<file path="config.mk">
export PLATFORM = sky130hd
export DESIGN_NAME = tile_launch_ctrl
export DESIGN_NICKNAME = d
export VERILOG_FILES = /design/src/rtl/tile_ctrl_pkg.sv /design/src/rtl/tile_hs_slice.sv /design/src/rtl/tile_launch_ctrl.sv
export SDC_FILE = /design/constraint.sdc
export NUM_CORES = 1
export LEC_CHECK = 0
export CAP_MARGIN = 20
export CELL_PAD_IN_SITES_DETAIL_PLACEMENT = 0
export CELL_PAD_IN_SITES_GLOBAL_PLACEMENT = 2
export CORE_UTILIZATION = 33
export CTS_CLUSTER_DIAMETER = 100
export DETAILED_ROUTE_END_ITERATION = 10
export PLACE_DENSITY = 0.79
export RECOVER_POWER = 25
export SLEW_MARGIN = 20
export SYNTH_ARGS = -nofsm -noshare
export SYNTH_HDL_FRONTEND = slang
export SYNTH_SLANG_ARGS = --single-unit
</file>
<file path="constraint.sdc">
create_clock -name clk -period 2.5 [get_ports clk]
set_input_delay 0.75 -clock clk [delete_from_list [all_inputs] [get_ports clk]]
set_output_delay 0.75 -clock clk [all_outputs]
set_load 0.01 [all_outputs]
</file>
<file path="src/rtl/tile_ctrl_pkg.sv">
// Shared definitions for the tile launch controller.
//   - default parameter values used by tile_launch_ctrl
//   - the controller state encoding
//   - tmo_width(): counter width needed to count up to timeout-1
package tile_ctrl_pkg;

  localparam int DEF_TILE    = 4;
  localparam int DEF_CNT_W   = 16;
  localparam int DEF_TIMEOUT = 1024;

  typedef enum logic [2:0] {
    IDLE      = 3'd0,
    START     = 3'd1,
    WAIT_DONE = 3'd2,
    DRAIN     = 3'd3,
    NEXT      = 3'd4,
    ERROR     = 3'd5
  } state_t;

  // Width of a counter that must reach timeout-1; never narrower than 1 bit.
  function automatic int tmo_width(input int timeout);
    return (timeout > 1) ? $clog2(timeout) : 1;
  endfunction

endpackage

</file>
<file path="src/rtl/tile_hs_slice.sv">
// Per-tile handshake bookkeeping for the tile launch controller.
// Keeps three sticky bits for one tile: started (ap_ready seen), done
// (ap_done seen) and drained (PE result consumed).
// Ports:
//   clk, reset          clock, asynchronous active-low reset
//   enable              tile is part of the current command
//   launch              controller is in START
//   drain               controller is in DRAIN
//   capture             controller is busy (ap_done may be recorded)
//   clear               synchronous clear of all sticky bits
//   ap_ready, ap_done   tile handshake inputs
//   pe_output_valid     PE result available
//   ap_start            start request to the tile
//   pe_output_taken     one-cycle result-consumed pulse
//   started_seen, done_seen, drained_seen
//                       sticky bit OR this cycle's event, so the
//                       controller can react in the same cycle
module tile_hs_slice (
  input  logic clk,
  input  logic reset,
  input  logic enable,
  input  logic launch,
  input  logic drain,
  input  logic capture,
  input  logic clear,
  input  logic ap_ready,
  input  logic ap_done,
  input  logic pe_output_valid,
  output logic ap_start,
  output logic pe_output_taken,
  output logic started_seen,
  output logic done_seen,
  output logic drained_seen
);

  logic started_q;
  logic done_q;
  logic drained_q;

  // Start is requested until the tile has accepted it; once the drained bit
  // is set the taken pulse stops by itself, which keeps it one cycle wide.
  always_comb begin
    ap_start        = launch & enable & ~started_q;
    pe_output_taken = drain & enable & ~drained_q & pe_output_valid;
    started_seen    = started_q | (ap_start & ap_ready);
    done_seen       = done_q | (capture & ap_done);
    drained_seen    = drained_q | pe_output_taken;
  end

  // Sticky bits: clear has priority so a done arriving in the clearing
  // cycle is deliberately dropped.
  always_ff @(posedge clk or negedge reset) begin
    if (!reset) begin
      started_q <= 1'b0;
      done_q    <= 1'b0;
      drained_q <= 1'b0;
    end else if (clear) begin
      started_q <= 1'b0;
      done_q    <= 1'b0;
      drained_q <= 1'b0;
    end else begin
      started_q <= started_seen;
      done_q    <= done_seen;
      drained_q <= drained_seen;
    end
  end

endmodule

</file>
<file path="src/rtl/tile_launch_ctrl.sv">
// Tile launch controller: runs a command of N iterations over a set of
// tiles. Each iteration starts the masked tiles (ap_ctrl_hs initiator),
// waits for all of them to finish, consumes one PE result per tile, then
// either repeats or reports completion with done_pulse.
// Ports:
//   clk, reset                  clock, asynchronous active-low reset
//   cmd_valid/cmd_ready         command handshake (ready only in IDLE)
//   cmd_tile_mask               tiles taking part
//   cmd_iterations              launches per command
//   cmd_abort                   return to IDLE on the next edge
//   ap_start/ap_ready/ap_done   per-tile start handshake and completion
//   pe_output_valid/_taken      per-tile result handshake
//   busy, done_pulse, error     status
//   err_tile_mask               tiles that stalled when ERROR was entered
//   iter_count                  iterations completed for this command
module tile_launch_ctrl
  import tile_ctrl_pkg::*;
#(
  parameter int TILE    = DEF_TILE,
  parameter int CNT_W   = DEF_CNT_W,
  parameter int TIMEOUT = DEF_TIMEOUT
) (
  input  logic             clk,
  input  logic             reset,
  input  logic             cmd_valid,
  output logic             cmd_ready,
  input  logic [TILE-1:0]  cmd_tile_mask,
  input  logic [CNT_W-1:0] cmd_iterations,
  input  logic             cmd_abort,
  output logic [TILE-1:0]  ap_start,
  input  logic [TILE-1:0]  ap_ready,
  input  logic [TILE-1:0]  ap_done,
  input  logic [TILE-1:0]  pe_output_valid,
  output logic [TILE-1:0]  pe_output_taken,
  output logic             busy,
  output logic             done_pulse,
  output logic             error,
  output logic [TILE-1:0]  err_tile_mask,
  output logic [CNT_W-1:0] iter_count
);

  localparam int TMO_W = tmo_width(TIMEOUT);

  state_t           state_q;
  state_t           state_d;
  logic [TILE-1:0]  mask_q;
  logic [CNT_W-1:0] iter_q;
  logic [CNT_W-1:0] iter_count_q;
  logic [CNT_W-1:0] iter_inc;
  logic [TMO_W-1:0] tmo_q;
  logic [TILE-1:0]  err_mask_q;
  logic             done_pulse_q;

  logic [TILE-1:0]  started_seen;
  logic [TILE-1:0]  done_seen;
  logic [TILE-1:0]  drained_seen;

  logic             accept;
  logic             zero_cmd;
  logic             all_started;
  logic             all_done;
  logic             all_drained;
  logic             tmo_hit;
  logic             last_iter;
  logic             launch;
  logic             drain;
  logic             capture;
  logic             slice_clear;

  // Per-tile handshake slices.
  for (genvar g = 0; g < TILE; g++) begin : g_tile
    tile_hs_slice u_slice (
      .clk             (clk),
      .reset           (reset),
      .enable          (mask_q[g]),
      .launch          (launch),
      .drain           (drain),
      .capture         (capture),
      .clear           (slice_clear),
      .ap_ready        (ap_ready[g]),
      .ap_done         (ap_done[g]),
      .pe_output_valid (pe_output_valid[g]),
      .ap_start        (ap_start[g]),
      .pe_output_taken (pe_output_taken[g]),
      .started_seen    (started_seen[g]),
      .done_seen       (done_seen[g]),
      .drained_seen    (drained_seen[g])
    );
  end

  // Condition decode. The *_seen vectors include this cycle's events, so
  // e.g. an ap_done arriving together with the last ap_ready lets START jump
  // straight to DRAIN. A zero mask or zero iteration count is completed
  // without ever leaving IDLE.
  always_comb begin
    accept      = cmd_valid & (state_q == IDLE) & ~cmd_abort;
    zero_cmd    = (cmd_tile_mask == '0) || (cmd_iterations == '0);
    all_started = (started_seen & mask_q) == mask_q;
    all_done    = (done_seen & mask_q) == mask_q;
    all_drained = (drained_seen & mask_q) == mask_q;
    tmo_hit     = (tmo_q == TMO_W'(TIMEOUT - 1));
    iter_inc    = iter_count_q + 1'b1;
    last_iter   = (iter_inc == iter_q);
    launch      = (state_q == START);
    drain       = (state_q == DRAIN);
    capture     = (state_q != IDLE);
    slice_clear = cmd_abort || (state_q == IDLE) || (state_q == NEXT);
  end

  // Next-state logic. Abort overrides every other transition; ERROR is only
  // left through abort or reset.
  always_comb begin
    state_d = state_q;
    unique case (state_q)
      IDLE:      if (accept && !zero_cmd) state_d = START;
      START:     if (all_started) state_d = all_done ? DRAIN : WAIT_DONE;
      WAIT_DONE: if (all_done) state_d = DRAIN;
                 else if (tmo_hit) state_d = ERROR;
      DRAIN:     if (all_drained) state_d = NEXT;
                 else if (tmo_hit) state_d = ERROR;
      NEXT:      state_d = last_iter ? IDLE : START;
      ERROR:     state_d = ERROR;
      default:   state_d = IDLE;
    endcase
    if (cmd_abort) state_d = IDLE;
  end

  // State register.
  always_ff @(posedge clk or negedge reset) begin
    if (!reset) state_q <= IDLE;
    else        state_q <= state_d;
  end

  // Command latch, iteration counter, completion pulse and error capture.
  // The stalled-tile mask is taken from the same vectors that decided the
  // exit condition was not met.
  always_ff @(posedge clk or negedge reset) begin
    if (!reset) begin
      mask_q       <= '0;
      iter_q       <= '0;
      iter_count_q <= '0;
      err_mask_q   <= '0;
      done_pulse_q <= 1'b0;
    end else begin
      done_pulse_q <= 1'b0;
      if (cmd_abort) begin
        iter_count_q <= '0;
        err_mask_q   <= '0;
      end else begin
        case (state_q)
          IDLE: if (accept) begin
            mask_q       <= cmd_tile_mask;
            iter_q       <= cmd_iterations;
            iter_count_q <= '0;
            done_pulse_q <= zero_cmd;
          end
          WAIT_DONE: if (state_d == ERROR) err_mask_q <= mask_q & ~done_seen;
          DRAIN:     if (state_d == ERROR) err_mask_q <= mask_q & ~drained_seen;
          NEXT: begin
            iter_count_q <= iter_inc;
            done_pulse_q <= last_iter;
          end
          default: ;
        endcase
      end
    end
  end

  // Timeout counter: restarts whenever WAIT_DONE or DRAIN is entered and
  // counts the cycles spent there.
  always_ff @(posedge clk or negedge reset) begin
    if (!reset) begin
      tmo_q <= '0;
    end else if (cmd_abort) begin
      tmo_q <= '0;
    end else if ((state_d == WAIT_DONE || state_d == DRAIN) && state_d != state_q) begin
      tmo_q <= '0;
    end else if (state_q == WAIT_DONE || state_q == DRAIN) begin
      tmo_q <= tmo_q + 1'b1;
    end
  end

  // Status outputs.
  always_comb begin
    cmd_ready     = (state_q == IDLE);
    busy          = (state_q != IDLE);
    error         = (state_q == ERROR);
    done_pulse    = done_pulse_q;
    err_tile_mask = err_mask_q;
    iter_count    = iter_count_q;
  end

endmodule

</file>
=== After elaboration in Yosys (flattened, before gate mapping) ===
Index checks and enable logic that the tools add are counted.

* Reduce and logical (&&, ||, !) cells: 18
* Equality and inequality tests: 17
* Bitwise operators: 58
* Add/sub/neg operators: 2
* Muxes and demuxes: 34

{| class="wikitable"
|+ Operator list
! cell !! count
|-
| 16-bit 2-to-1 mux || 2
|-
| 16-bit one-hot mux with 2 select lines || 1
|-
| 1-bit AND || 30
|-
| 10-bit 2-to-1 mux || 3
|-
| 4-bit AND || 5
|-
| 3-bit 2-to-1 mux || 6
|-
| 3-bit one-hot mux with 6 select lines || 1
|-
| 16-bit by 1-bit adder with 16-bit output (second input constant) || 1
|-
| 16-bit == test || 1
|-
| 16-bit zero test || 1
|-
| 1-bit 2-to-1 mux || 16
|-
| 3-bit by 2-bit == test with 1-bit output (second input constant) || 4
|-
| 4-bit == test || 3
|-
| 4-bit 2-to-1 mux || 3
|-
| 1-bit bitwise OR || 12
|-
| 3-bit nonzero test || 4
|-
| 10-bit by 1-bit adder with 10-bit output (second input constant) || 1
|-
| 10-bit == test (second input constant) || 1
|-
| 3-bit == test (second input constant) || 3
|-
| 1-bit inverter || 9
|-
| 4-bit inverter || 2
|-
| 4-bit one-hot mux with 2 select lines || 1
|-
| 3-bit inequality test (second input constant) || 2
|-
| 3-bit AND reduction || 2
|-
| 10 further kinds || 15
|}

* Register bits: 66
* Logic and storage cells: 148

=== Depth between registers and ports, before layout ===
* Word-level depth: 15
* Mapped depth: 8
* Gate-level depth less buffers: 7

=== Modules after synthesis ===
From an unflattened synthesis, not the netlist that was laid out.

* Cells, all modules: 389
* Area total of the unflattened synthesis: 3833.7 um2

{| class="wikitable"
|+ By module, submodules not included
! module !! area each (um2) !! cells an instance !! times used
|-
| tile_launch_ctrl || 3273.1 || 333 || 1
|-
| tile_hs_slice || 140.1 || 14 || 4
|}

=== Worst setup path before layout ===
No wires, ideal clock.

* Kind: register to register
* Start: register iter_count_q[0] (netlist: iter_count[0])
* End: register state_q[0]
* Data arrival time: 2.008 ns
* Slack: 0.357 ns
* Cell stages (with the launch flop): 8
* Setup time: 0.135 ns
* Buffers on the path: 0
* Period minus slack after synthesis: 2.143 ns
* Path through: dfrtp_1 -> ha_1 -> nand3_4 -> or4_1 -> o211ai_1 -> nand4_1 -> nor4_1 -> o22ai_1

* Longest elaborated chain between the ends: 5

{| class="wikitable"
|+ RTL lines
! item !! RTL line !! text
|-
| from (decl) || tile_launch_ctrl.sv:48 || <nowiki>logic [CNT_W-1:0] iter_count_q;</nowiki>
|-
| from (signal assigned) || tile_launch_ctrl.sv:160 || <nowiki>iter_count_q <= iter_inc;</nowiki>
|-
| 16-bit by 1-bit adder with 16-bit output || tile_launch_ctrl.sv:102 || <nowiki>iter_inc = iter_count_q + 1'b1;</nowiki>
|-
| 16-bit == test || tile_launch_ctrl.sv:103 || <nowiki>last_iter = (iter_inc == iter_q);</nowiki>
|-
| 1-bit 2-to-1 mux || tile_launch_ctrl.sv:121 || <nowiki>NEXT: state_d = last_iter ? IDLE : START;</nowiki>
|-
| 3-bit one-hot mux with 6 select lines || tile_launch_ctrl.sv:114 || <nowiki>unique case (state_q)</nowiki>
|-
| 3-bit 2-to-1 mux || tile_launch_ctrl.sv:125 || <nowiki>if (cmd_abort) state_d = IDLE;</nowiki>
|-
| named net state_d[0] || tile_launch_ctrl.sv:45 || <nowiki>state_t state_d;</nowiki>
|-
| to (signal assigned) || tile_launch_ctrl.sv:131 || <nowiki>else state_q <= state_d;</nowiki>
|-
| to (decl) || tile_launch_ctrl.sv:44 || <nowiki>state_t state_q;</nowiki>
|}

The timed path passes the listed nets, and every way through them passes these cells.
A chain may end at the register's enable or synchronous reset.

=== Worst setup path after layout ===
* Start: input port pe_output_valid[2]
* End: output port pe_output_taken[2]

* Longest elaborated chain between the ends: 1

{| class="wikitable"
|+ RTL lines
! item !! RTL line !! text
|-
| from (decl) || tile_launch_ctrl.sv:33 || <nowiki>input logic [TILE-1:0] pe_output_valid,</nowiki>
|-
| 1-bit AND || tile_hs_slice.sv:44 || <nowiki>pe_output_taken = drain & enable & ~drained_q & pe_output_valid;</nowiki>
|-
| to (decl) || tile_launch_ctrl.sv:34 || <nowiki>output logic [TILE-1:0] pe_output_taken,</nowiki>
|}

Every way passes these cells.

==> results.txt <==
By area the synthesized netlist is led by sky130_fd_sc_hd__dfrtp_1, sky130_fd_sc_hd__mux2_2, sky130_fd_sc_hd__nor2_1. The routed layout has 3663 vias. On the critical path, the stage with the largest delay is an instance of sky130_fd_sc_hd__clkdlybuf4s50_1. The clock skew is 9.55 ps. The total CTS buffers came out at 9. After clock tree synthesis, the clock-pin slew on the worst setup and hold paths is 60 ps. The placement row count came out at 39. Traced cell by cell, the critical path runs through clkdlybuf4s50_1 > nand3_1 > nor2_1 > dlygate4sd2_1. The headroom to the max-slew limit is 0.257. The overall die width came out at 112 um. In the final layout, the share of cells above drive strength 1 is 0.217. The slew at the pin with the worst max-slew slack is 1110 ps.

The final count of pins violating max slew is 0. In this run the worst hold path is classified as input port to asynchronous set/reset pin. The total power divided by cell area is 622 nW/um2. The worst setup timing slack at the placement stage came out at -374 ps. The fraction of the yosys area taken by sequential cells came out at 0.410.

The post-synthesis cell count came out at 431. The via count of the first global-routing pass is 3663. The post-detailed-route DRC marker count came out at 0.

The tool flagged a number of max-cap violations equal to 0. The wire length per cell after detailed routing came out at 16.8 um. By startpoint and endpoint, the worst setup path is classified as input port to output pin. The count of flip-flops with a built-in enable after synthesis is 0. The H-tree level count came out at 3. The kind of launch point of the worst setup path is an input port.

The final number of hold-violating endpoints is 0. The clock period could shrink to 2470 ps. The total clock sinks is 66. The area of all placed cells without fillers is 5480 um2. For met3 alone, demand over resource in global routing was 0.0416. The post-layout worst setup margin came out at 28.3 ps. The detailed-route wire length came out at 11.4 mm. The placeable core region is 11700 um2. The leakage power of the design came out at 2.37 nW. The global placer's final weighted congestion is 0.800. The vertical die dimension is 112 um.

The worst-case IR drop observed on VDD is 0.368 mV. The detail-routed via count per cell came out at 5.41. Power comes to 3.41 mW. In this run the tool buffered the top-level ports with 67 buffer cells. The upper clock frequency limit is 0.405 GHz. The synthesized area divided by synthesized cell count came out at 9.34 um2. The mapped netlist covers 4030 um2. The first-iteration detailed-routing DRC count is 156.

The die area is 12700 um2. In this run the critical register-to-register path is launched from state_q[0]. In this run the remaining antenna-violating nets after routing total 0. The clock reaches the later pin of the worst-skew pair after 340 ps. The post-CTS setup buffer count came out at 0. The largest net degree at the start of global routing came out at 39. 0 antenna diodes ended up in the layout. The origin of the worst setup path is pe_output_valid[2].

The total grt overflow came out at 0. The count of pins on the block boundary is 68. The number of distinct standard cells referenced by the synthesized netlist is 60.

The endpoint kind of the worst setup timing path is an output pin. The number of setup violations in the final report came out at 0. The final HPWL from detailed placement came out at 8.33 mm. The synthesized net count came out at 469. The required time at the worst-slack endpoint came out at 1750 ps. The clock tree from TritonCTS is yes. The effective utilization at floorplan came out at 0.345. The global-route wire length before repair is 18.9 mm. The number of search-and-repair iterations in the first detailed-routing pass is 4. The run finished with clean final reports. Once placement finished, the instance area stood at 5130 um2. sky130_fd_sc_hd__dfrtp_1 takes more of the synthesized area than any other cell. The share of Yosys cell area claimed by the top area cell type is 0.410. The predominant post-synthesis flop cell is sky130_fd_sc_hd__dfrtp_1. The top fanout value on the critical path came out at 2. The final net count is 567. The overall routing resource usage is 0.191.

The arrival time at the worst endpoint came out at 1720 ps. The register-to-register setup slack came out at 140 ps. Compared with the post-synthesis result, the final layout area differs by 36.1%. The longest clock path from root to sink contains 2 buffers. After synthesis, the share of flip-flops with an asynchronous set or reset is 1.00. The cell sitting at the root of the clock tree is a sky130_fd_sc_hd__clkbuf_16.

The warning count from the yosys run came out at 0. For this run, global-route usage on met2 was measured as 0.330. The number of antenna violations at the first check in global routing is 0. Of the available clock period, the critical path in the final layout requires 0.989. In this run the most used layer during global routing was met2.

Setup repair after global routing could not meet its margin everywhere. Counting flops and latches in the post-synthesis netlist gives 66. The met1 global-route usage came out at 0.241.

The worst hold slack is 492 ps. The maximum single-stage delay on the critical path is 490 ps.
[per-layer routing]
layer / vias up / routed length (um)
met1: 1805 / 5070
met4: 0 / 167
met5: - / 0
met3: 14 / 444
met2: 75 / 5700
li1: 1769 / -
[stage by stage]
step            util  setup TNS [ps]  cells
2_1_floorplan      -               0    431
3_3_place_gp   0.440           -7250    661
3_5_place_dp   0.440           -7570    661
4_1_cts        0.466               0    677
5_1_grt        0.470           -7.75    677
6_report       0.470               0    677
[area by class of cell]
cell class | count | area (um2)
timing repair buffer | 125 | 1120
tap | 143 | 179
fill | 1129 | 6180
inverter | 9 | 33.8
sequential | 66 | 1650
clock buffer | 9 | 225
multi-input combinational | 318 | 2200
clock inverter | 7 | 75.1
[state kept, by name, indices dropped and copies added, names as in the netlist]
| name | cells |
|---|---|
| done_pulse | 1 |
| err_tile_mask | 4 |
| g_tile.u_slice.done_q | 4 |
| g_tile.u_slice.drained_q | 4 |
| g_tile.u_slice.started_q | 4 |
| iter_count | 16 |
| iter_q | 16 |
| mask_q | 4 |
| state_q | 3 |
| tmo_q | 10 |
[worst max-delay path: cells and delay by family]
kind,cells,cell delay [ps]
AND/OR/NAND/NOR,2,190
buffers and inverters,2,780
[worst paths after layout]
check	end	cells past startpoint
min reg2reg	iter_q[2]	1
min	iter_q[11]	1
max	pe_output_taken[2]	4
max reg2reg	tmo_q[0]	8
max in group asynchronous	err_tile_mask[2]	2
min in group clk	iter_q[2]	1
[synth_stat cells, drive strengths merged (2+ instances only)]
library cell	count
mux2	20
nor2b	4
xnor2	17
o211ai	3
nor4b	2
and3	8
nor3	11
nor4	16
xor2	11
a22o	2
or3	5
nand3b	2
a22oi	2
or2	2
a21oi	27
nand4	14
nand2	23
ha	2
nor3b	2
nand3	17
o21ai	19
clkbuf	11
dfrtp	66
buf	27
a211o	4
and2	2
a31oi	13
inv	9
nand2b	6
o31a	2
nor2	45
o41ai	4
o22ai	3
o31ai	5
mux2i	7
nand4b	3
[cells in the final DEF, fill, tap and decap left out, types with 9 or more instances in the layout]
cell type,count
sky130_fd_sc_hd__inv_1,9
sky130_fd_sc_hd__nand2_1,23
sky130_fd_sc_hd__nand4_1,14
sky130_fd_sc_hd__nor2_1,44
sky130_fd_sc_hd__nand3_1,16
sky130_fd_sc_hd__dfrtp_1,66
sky130_fd_sc_hd__mux2_2,20
sky130_fd_sc_hd__o21ai_0,18
sky130_fd_sc_hd__a31oi_1,13
sky130_fd_sc_hd__xnor2_1,17
sky130_fd_sc_hd__buf_4,55
sky130_fd_sc_hd__nor4_1,10
sky130_fd_sc_hd__xor2_1,11
sky130_fd_sc_hd__dlygate4sd2_1,10
sky130_fd_sc_hd__a21oi_1,27
sky130_fd_sc_hd__clkbuf_16,9
sky130_fd_sc_hd__nor3_1,11
sky130_fd_sc_hd__clkdlybuf4s50_1,50
[report_power, final]
part / switching, mW / leakage, nW / internal [mW]
combinational: 0.387 / 1.35 / 0.426
sequential: 0.124 / 0.877 / 1.18
clock: 0.514 / 0.150 / 0.779
[cells by family (layout without fill, tap and decap cells)]
kind of cell,Yosys count,in the layout,share of synthesized area
DFF,66,66,0.410
xor gates and xnor gates,29,29,0.0665
adders and majority gates,2,2,0.00621
and+or+nand+nor,166,166,0.221
buffers and inverters,47,150,0.0628
AOI/OAI and AO/OA,94,94,0.160
muxes,27,27,0.0733
[repair_timing]
| item | 4_1_cts | 5_1_grt |
|---|---|---|
| endpoints found under the setup margin | 16 | 20 |
| gates resized for setup | 15 | 16 |
| pin swaps | 0 | 6 |
| hold buffers | 0 | 0 |
Note: power is estimated with default switching activity, not from simulation.
